<file path="src/rtl/rca16_byte_loader.sv">
// -----------------------------------------------------------------------------
// rca16_byte_loader
//
// Operand front end and result capture stage for an external 16-bit
// ripple-carry adder. Four bytes arriving on a valid/ready stream are
// assembled into operands A and B, which drive the adder directly. After a
// programmable settle interval the adder's sum and carry-out are registered
// and offered downstream on a second valid/ready handshake. Transactions do
// not overlap: the byte stream is stalled until the result has been taken.
//
// Parameters
//   BYTE_ORDER     0 = low byte of each operand first, 1 = high byte first
//   SETTLE_CYCLES  cycles from the final operand byte to result capture
//                  (1..15; 0 behaves as 1, larger values saturate at 15)
//
// Ports
//   clk        in   1   clock, all state updates on the rising edge
//   rst        in   1   synchronous active-high reset
//   in_data    in   8   operand byte
//   in_valid   in   1   in_data is valid
//   in_ready   out  1   a byte is accepted this cycle (state LOAD)
//   add_a      out  16  operand A to the adder
//   add_b      out  16  operand B to the adder
//   add_sum    in   16  adder sum
//   add_carry  in   1   adder carry-out
//   out_sum    out  16  registered sum
//   out_carry  out  1   registered carry-out
//   out_valid  out  1   result is valid (state HOLD)
//   out_ready  in   1   downstream accepts the result
// -----------------------------------------------------------------------------
module rca16_byte_loader #(
   parameter int BYTE_ORDER    = 0,
   parameter int SETTLE_CYCLES = 1
) (
   input  logic        clk,
   input  logic        rst,
   input  logic [7:0]  in_data,
   input  logic        in_valid,
   output logic        in_ready,
   output logic [15:0] add_a,
   output logic [15:0] add_b,
   input  logic [15:0] add_sum,
   input  logic        add_carry,
   output logic [15:0] out_sum,
   output logic        out_carry,
   output logic        out_valid,
   input  logic        out_ready
);

   typedef enum logic [1:0] {
      LOAD   = 2'd0,
      SETTLE = 2'd1,
      HOLD   = 2'd2
   } state_t;

   // Clamp the settle interval to what the 4-bit counter can express.
   localparam int SETTLE_EFF = (SETTLE_CYCLES < 1)  ? 1  :
                               (SETTLE_CYCLES > 15) ? 15 : SETTLE_CYCLES;
   // The counter is loaded on the byte-3 edge and captures when it reads 0,
   // so the capture edge lands SETTLE_EFF edges after the final byte.
   localparam logic [3:0] SETTLE_LOAD = 4'(SETTLE_EFF - 1);

   state_t     state;
   logic [1:0] byte_cnt;
   logic [3:0] settle_cnt;
   logic [1:0] lane;
   logic       byte_fire;

   // Handshake flags decode straight from the state register, so they are
   // glitch-free and can never both be high.
   assign in_ready  = (state == LOAD);
   assign out_valid = (state == HOLD);
   assign byte_fire = in_valid && in_ready;

   // Operand lane for the current byte: bit 1 selects operand B, bit 0 the
   // high byte. High-byte-first order just swaps the two halves of each
   // operand, which is a flip of bit 0.
   assign lane = (BYTE_ORDER != 0) ? (byte_cnt ^ 2'b01) : byte_cnt;

   // NOTE: every register here, including the operand and result registers,
   // is reset and assigned with non-blocking assignments so that all state
   // updates on an edge see the values from before that edge.
   always_ff @(posedge clk) begin
      if (rst) begin
         state      <= LOAD;
         byte_cnt   <= 2'd0;
         settle_cnt <= 4'd0;
         add_a      <= 16'h0000;
         add_b      <= 16'h0000;
         out_sum    <= 16'h0000;
         out_carry  <= 1'b0;
      end else begin
         case (state)
            LOAD: begin
               if (byte_fire) begin
                  // Only the addressed lane changes; the rest of both
                  // operands keeps its previous contents.
                  case (lane)
                     2'd0:    add_a[7:0]  <= in_data;
                     2'd1:    add_a[15:8] <= in_data;
                     2'd2:    add_b[7:0]  <= in_data;
                     default: add_b[15:8] <= in_data;
                  endcase

                  if (byte_cnt == 2'd3) begin
                     byte_cnt   <= 2'd0;
                     settle_cnt <= SETTLE_LOAD;
                     state      <= SETTLE;
                  end else begin
                     byte_cnt <= byte_cnt + 2'd1;
                  end
               end
            end

            SETTLE: begin
               // Operands have been stable since the byte-3 edge; in_data is
               // ignored because in_ready is low here.
               if (settle_cnt == 4'd0) begin
                  out_sum   <= add_sum;
                  out_carry <= add_carry;
                  state     <= HOLD;
               end else begin
                  settle_cnt <= settle_cnt - 4'd1;
               end
            end

            HOLD: begin
               // Result and operands are frozen until downstream takes it;
               // out_sum/out_carry keep their values after the handshake.
               if (out_ready) begin
                  state <= LOAD;
               end
            end

            default: begin
               state <= LOAD;
            end
         endcase
      end
   end

endmodule

</file>
<file path="config.mk">
export PLATFORM = sky130hd
export DESIGN_NAME = rca16_byte_loader
export DESIGN_NICKNAME = d
export VERILOG_FILES = /design/src/rtl/rca16_byte_loader.sv
export SDC_FILE = /design/constraint.sdc
export NUM_CORES = 1
export LEC_CHECK = 0
export ABC_CLOCK_PERIOD_IN_PS = 3030
export CORE_UTILIZATION = 45
export DETAILED_ROUTE_END_ITERATION = 6
export MAX_ROUTING_LAYER = met4
export PLACE_DENSITY = 0.9
export SYNTH_ARGS = -nofsm -noshare
export SYNTH_HDL_FRONTEND = slang
export SYNTH_SLANG_ARGS = --single-unit
export TNS_END_PERCENT = 5
</file>
<file path="constraint.sdc">
create_clock -name clk -period 3.03 [get_ports clk]
set_input_delay 0.4545 -clock clk [delete_from_list [all_inputs] [get_ports clk]]
set_output_delay 0.4545 -clock clk [all_outputs]
set_load 0.02 [all_outputs]
</file>
==> results of run 1 <==
==> stage by stage <==
| stage | hold WS [ns] | area, µm² | worst slack [ns] | std cells |
|---|---|---|---|---|
| floorplan | 0.4657 | 2277 | 1.497 | 240 |
| global placement | 0.4592 | 3143 | 1.123 | 373 |
| detailed placement | 0.4686 | 3143 | 1.115 | 373 |
| CTS | 0.4771 | 3363 | 0.8625 | 389 |
| global route | 0.4974 | 3363 | 0.7479 | 389 |
| finish | 0.4750 | 3363 | 0.8779 | 389 |
==> how the worst min path moves through the flow <==
stage | start | to | slack, ns | cells past startpoint
floorplan | settle_cnt[1] | settle_cnt[1] | 0.47 | 1
global placement | out_sum[13] | out_sum[13] | 0.46 | 2
detailed placement | out_sum[13] | out_sum[13] | 0.47 | 2
CTS | out_sum[13] | out_sum[13] | 0.48 | 2
global route | out_sum[0] | out_sum[0] | 0.50 | 2
finish | out_sum[13] | out_sum[13] | 0.48 | 2
==> cells in the mapped netlist <==
cell / n
nor3b_2: 1
nand2b_1: 1
a31oi_1: 1
or3b_1: 1
o2111ai_1: 1
nand3_1: 18
nor4_1: 2
nor3_1: 1
a22oi_1: 1
a21oi_1: 20
nor4bb_1: 4
clkbuf_1: 9
dfxtp_1: 57
or3_1: 1
nor2_1: 37
ha_1: 7
inv_1: 7
nor3b_1: 2
or4_1: 1
buf_2: 8
a221o_1: 1
mux2i_1: 34
clkbuf_2: 1
nor2b_1: 2
buf_1: 2
a31o_1: 2
o21ai_0: 18
==> logic make-up after synthesis <==
group	share of synthesized area
AND/OR/NAND/NOR	0.1560
AO/OA/AOI/OAI	0.1055
flip-flops	0.5011
buffers and inverters	0.04945
adder cells (fa/ha/maj)	0.03846
multiplexers	0.1495
==> layout make-up <==
| type | count | area [µm²] |
|---|---|---|
| clock buffers | 11 | 141.4 |
| clock inverters | 5 | 78.83 |
| fillers | 368 | 1423 |
| inverters | 7 | 26.28 |
| multi-input cells | 156 | 1054 |
| flip-flops and latches | 57 | 1141 |
| well taps | 67 | 83.83 |
| repair buffers | 86 | 838.3 |
==> layer usage <==
metal	track usage	vias up
met4	0.1329	0
met2	0.3488	80
li1	-	982
met1	0.2628	932
met3	0.07044	9
met5	-	-
==> power by group through the flow <==
stage	combinational (µW)	clock [µW]	sequential (µW)
floorplan	68.8	0	820
global placement	182	0	799
detailed placement	187	0	800
CTS	189	788	784
global route	201	823	786
finish	188	781	784
==> critical path: cells and delay by family, from the launching register on <==
| kind | cells | cell delay, ns |
|---|---|---|
| buffers and inverters | 1 | 0.61 |
| DFF | 1 | 0.58 |
| and+or+nand+nor | 1 | 0.18 |
==> flip-flops by register name, summed over array words and instances, names as in the netlist <==
| register | cells |
|---|---|
| add_a | 16 |
| add_b | 16 |
| byte_cnt | 2 |
| out_carry | 1 |
| out_sum | 16 |
| settle_cnt | 4 |
| state | 2 |
==> flow_summary.toml, run 1 <==
[status]
outcome = "finished, final reports clean"

[timing]
rsz_0062_raised_after_global_routing = "false"
max_freq_mhz = 464.7
timing_max_transition_violations_final = 0
layout_worst_path_cycle_share = 0.7103
setup_tns_ns = 0
setup_viol = 0
worst_clock_skew_ns = 0.006952
worstMarginPinSlew_ns = 0.6241
min_period_ns = 2.152
max_slew_margin = 0.5839
hold_violations = 0

[layout]
mostFrequentLayoutCell = "clkdlybuf4s50_1"
final_net_count = 353
drive_above_1_share = 0.09006
post-route-util = 0.7027
area_delta_synth_final_pct = 47.69
insertedDiodeCount = 0
final_cell_mix = "clkdlybuf4s50_1 (78), dfxtp_1 (57), nor2_1 (37)"

[routing]
topRoutingLayerUsed = "met4"
detailroute.wirelength.met2_um = 2575
met3WireLength_um = 447
initialDrtViolationCount = 105
via_count = 2003
final_antenna_net_count = 0
wl_met1_um = 2478
avgViaCountPerCell = 5.149
avgRoutedWirePerCell_um = 14.38
drc_errors = 0
routed_wl_um = 5594
detailedRoute.firstPassIterationCount = 4

[floorplanning]
die_x_um = 73.14
chipHeight_um = 73.14
total_die_area_mm2 = 0.005349
row_count = 25
io_pins = 80
initial_core_utilization = 0.4758
core-area_mm2 = 0.004786

[synthesis]
postSynthCellCount = 240
synth.avg_cell_area_um2 = 9.488
warnings_from_yosys = 0
mappedNetlistArea_mm2 = 0.002277
ys_seq_elements = 57
synth_nets = 276
synthDistinctLibCells = 27
yosysTopAreaCellShare = 0.5011
synth_area_leader = "dfxtp_1"
post_synth_main_area_contributors = "dfxtp_1 (50%), mux2i_1 (15%), nor2_1 (6.1%)"
synth-seq-area-share = 0.5011

[setup_path]
criticalPathCategory = "register to primary output"
worst_setup_path_endpoint = "out_valid"
r2r_slack_ns = 1.15
biggest_fanout_along_the_worst_timing_path = 11
cp.required_ns = 2.58
reg2reg_to = "settle_cnt[3]"
rr_startpoint = "state[0]"
cell_breakdown_of_the_critical_path = "nor2b_1, clkdlybuf4s50_1"
crit_path_end_kind = "primary output"
critPathSlowestCell = "clkdlybuf4s50_1"
timing.critical_path.slowest_cell_delay_ns = 0.61
worst_r2r_path_depth = 3
worstPathArrival_ns = 1.70
timing.critical_path.from = "state[1]"
cp-start-kind = "register"

[hold_path]
hold_class = "register to register"

[power_and_ir_drop]
power_switching_share = 0.2280
peakVddDrop_v = 0.0003277
pwr_density_cell_mw_per_mm2 = 521.2
power.share.clock = 0.446
sequential_group_share_of_total_power = 0.447
power.net_switching_uw = 399.6
cellInternalPower_uw = 1353
fin_total_pwr_uw = 1753
leakagePower_uw = 0.001224
comb_power_share = 0.107

[clock_network]
clk_pin_slew_ns = 0.06
clock_tree.root_cell = "clkbuf_8"
cts_setup_buffers = 0
numCtsBuffers = 9
post_cts.resized_instances = 0
cts.sink_count = 57
cts_tree = "done"
htree_levels = 3
postCtsHoldBufs = 0
cts.path.max_buffers = 2
clock_latency_ns = 0.34

[placement]
detailedPlacementHpwl_um = 3778
gp_congestion = 0.8004
portBuffers = 79

[flow_run]
max_cap_viol_count = 0

[global_routing]
initial_antenna_violation_count = 0
vias_in_the_first_global_route = 1968
grt_max_degree = 33
grt_usage = 0.2279
wire_length_of_the_first_global_routing_pass_um = 8714
global_route.overflow_total = 0
No activity file was read; power rests on OpenSTA's default activity.
==> run 2, diff against run 1 <==
--- a/config.mk
+++ b/config.mk
@@ -5,11 +5,11 @@
 export SDC_FILE = /design/constraint.sdc
 export NUM_CORES = 1
 export LEC_CHECK = 0
-export ABC_CLOCK_PERIOD_IN_PS = 3030
-export CORE_UTILIZATION = 45
+export ABC_CLOCK_PERIOD_IN_PS = 1750
+export CORE_UTILIZATION = 40
 export DETAILED_ROUTE_END_ITERATION = 6
 export MAX_ROUTING_LAYER = met4
-export PLACE_DENSITY = 0.9
+export PLACE_DENSITY = 0.85
 export SYNTH_ARGS = -nofsm -noshare
 export SYNTH_HDL_FRONTEND = slang
 export SYNTH_SLANG_ARGS = --single-unit
==> constraint.sdc (replaced) <==
create_clock -name clk -period 1.75 [get_ports clk]
set_input_delay 0.2625 -clock clk [delete_from_list [all_inputs] [get_ports clk]]
set_output_delay 0.2625 -clock clk [all_outputs]
set_load 0.02 [all_outputs]
==> flow_summary.toml, run 2 (synthesis gave the netlist of run 1 again) <==
[status]
outcome = "finished, final reports clean"

[setup_path]
critPathSlowestCell = "or3b_1"
critical_path_buf_inv_count = 2
cell_breakdown_of_the_critical_path = "inv_1, ha_1, or3b_1, buf_4, o21ai_0, a21oi_1"
cp-start-kind = "register"
rr_startpoint = "settle_cnt[0]"
r2r_slack_ns = 0.18
worst_r2r_path_depth = 6
biggest_fanout_along_the_worst_timing_path = 17
cp.required_ns = 1.97
reg2reg_to = "out_sum[9]"
worstPathArrival_ns = 1.79
crit_path_end_kind = "register"
criticalPathCategory = "register to register"
timing.critical_path.slowest_cell_delay_ns = 0.38
path_delay_family = "simple AND/OR/NAND/NOR gates"

[timing]
max_slew_margin = 0.7723
setup_viol = 0
worstMarginPinSlew_ns = 0.3415
hold_violations = 0
max_freq_mhz = 637.3
timing_max_transition_violations_final = 0
setup_tns_ns = 0
min_period_ns = 1.569
worst_clock_skew_ns = 0.006326
hold-worst-slack_ns = 0.2617
layout_worst_path_cycle_share = 0.8967
rsz_0062_raised_after_global_routing = "false"

[placement]
portBuffers = 79
detailedPlacementHpwl_um = 4089
gp_congestion = 0.8008

[power_and_ir_drop]
pwr_density_cell_mw_per_mm2 = 897.4
comb_power_share = 0.106
power.share.clock = 0.456
power_switching_share = 0.2166
cellInternalPower_uw = 2429
peakVddDrop_v = 0.0005030
leakagePower_uw = 0.001292
power.net_switching_uw = 671.6
sequential_group_share_of_total_power = 0.438

[floorplanning]
io_pins = 80
chipHeight_um = 77.45
row_count = 27
die_x_um = 77.45
initial_core_utilization = 0.4135
total_die_area_mm2 = 0.005999
core-area_mm2 = 0.005507

[hold_path]
hold_class = "input port to register"
min-delay-start = "rst"
timing.hold.worst_endpoint = "add_a[7]"
timing.hold.worst_path_depth = 2

[clock_network]
numCtsBuffers = 9
cts.path.max_buffers = 2
clk_pin_slew_ns = 0.06
cts.sink_count = 57
clock_latency_ns = 0.33
htree_levels = 3
cts_tree = "done"
clock_tree.root_cell = "clkbuf_8"
cts_setup_buffers = 0

[global_routing]
global_route.overflow_total = 0
initial_antenna_violation_count = 0
grt_max_degree = 33
grt_usage = 0.2117
vias_in_the_first_global_route = 2052
wire_length_of_the_first_global_routing_pass_um = 9556

[layout]
final_net_count = 361
final_cell_mix = "clkdlybuf4s50_1 (76), dfxtp_1 (56), nor2_1 (37)"
insertedDiodeCount = 0
mostFrequentLayoutCell = "clkdlybuf4s50_1"
area_delta_synth_final_pct = 51.70
reg_top3 = "add_a: 16 flops, add_b: 16 flops, out_sum: 16 flops"
drive_above_1_share = 0.1182

[routing]
avgViaCountPerCell = 5.112
avgRoutedWirePerCell_um = 14.17
detailedRoute.firstPassIterationCount = 6
final_antenna_net_count = 0
initialDrtViolationCount = 84
drc_errors = 0
routed_wl_um = 5695
via_count = 2055

[flow_run]
max_cap_viol_count = 0
==> run 2: power by group through the flow <==
stage	clock (µW)	combinational, µW	sequential (µW)
2_1_floorplan	0	119	1420
6_report	1410	328	1360
5_1_grt	1520	354	1360
4_1_cts	1450	331	1360
3_5_place_dp	0	329	1390
3_3_place_gp	0	324	1380
==> run 2: cell type report <==
type | instances | area [µm²]
fillers | 441 | 2052
clock inverters | 4 | 73.82
well taps | 72 | 90.09
repair buffers | 94 | 903.4
inverters | 7 | 26.28
clock buffers | 12 | 165.2
flip-flops and latches | 57 | 1142
multi-input cells | 156 | 1054
==> run 2: per-layer routing <==
metal	vias to the layer above	GRT usage	part of all wire
li1	998	-	-
met1	957	0.2302	0.43
met2	89	0.3407	0.47
met3	11	0.07176	0.083
met4	0	0.1132	0.017
met5	-	-	0
==> run 2: worst max-delay path by stage <==
| stage | startpoint | endpoint | slack [ns] | cells after the start |
|---|---|---|---|---|
| floorplan | settle_cnt[0] | out_sum[10] | 0.22 | 7 |
| global placement | in_valid | add_a[14] | 0.06 | 5 |
| detailed placement | in_valid | add_b[6] | 0.02 | 5 |
| CTS | state[0] | out_valid | 0.002 | 2 |
| global route | settle_cnt[0] | out_sum[4] | 0.05 | 6 |
| finish | settle_cnt[0] | out_sum[9] | 0.18 | 6 |
==> run 2: repair_timing <==
item / in CTS / in global routing
gates resized for setup: 1 / 2
hold endpoints to repair: 0 / 0
endpoints found under the setup margin: 2 / 2
hold buffers: 0 / 0
==> run 2: worst reg2reg max path: stages, from the launching register on <==
cell     delay (ns)
dfxtp_1        0.34
inv_1          0.08
ha_1           0.20
or3b_1         0.38
buf_4          0.20
o21ai_0        0.18
a21oi_1        0.09
==> run 2: per-stage QoR <==
stage,total power [µW],util,setup WS (ns),cells,area [µm²]
2_1_floorplan,1539,-,0.2167,240,2277
3_3_place_gp,1709,0.5828,0.05877,386,3209
3_5_place_dp,1715,0.5828,0.01963,386,3209
4_1_cts,3137,0.6264,0.001595,402,3450
5_1_grt,3233,0.6274,0.04795,402,3455
6_report,3100,0.6274,0.1808,402,3455
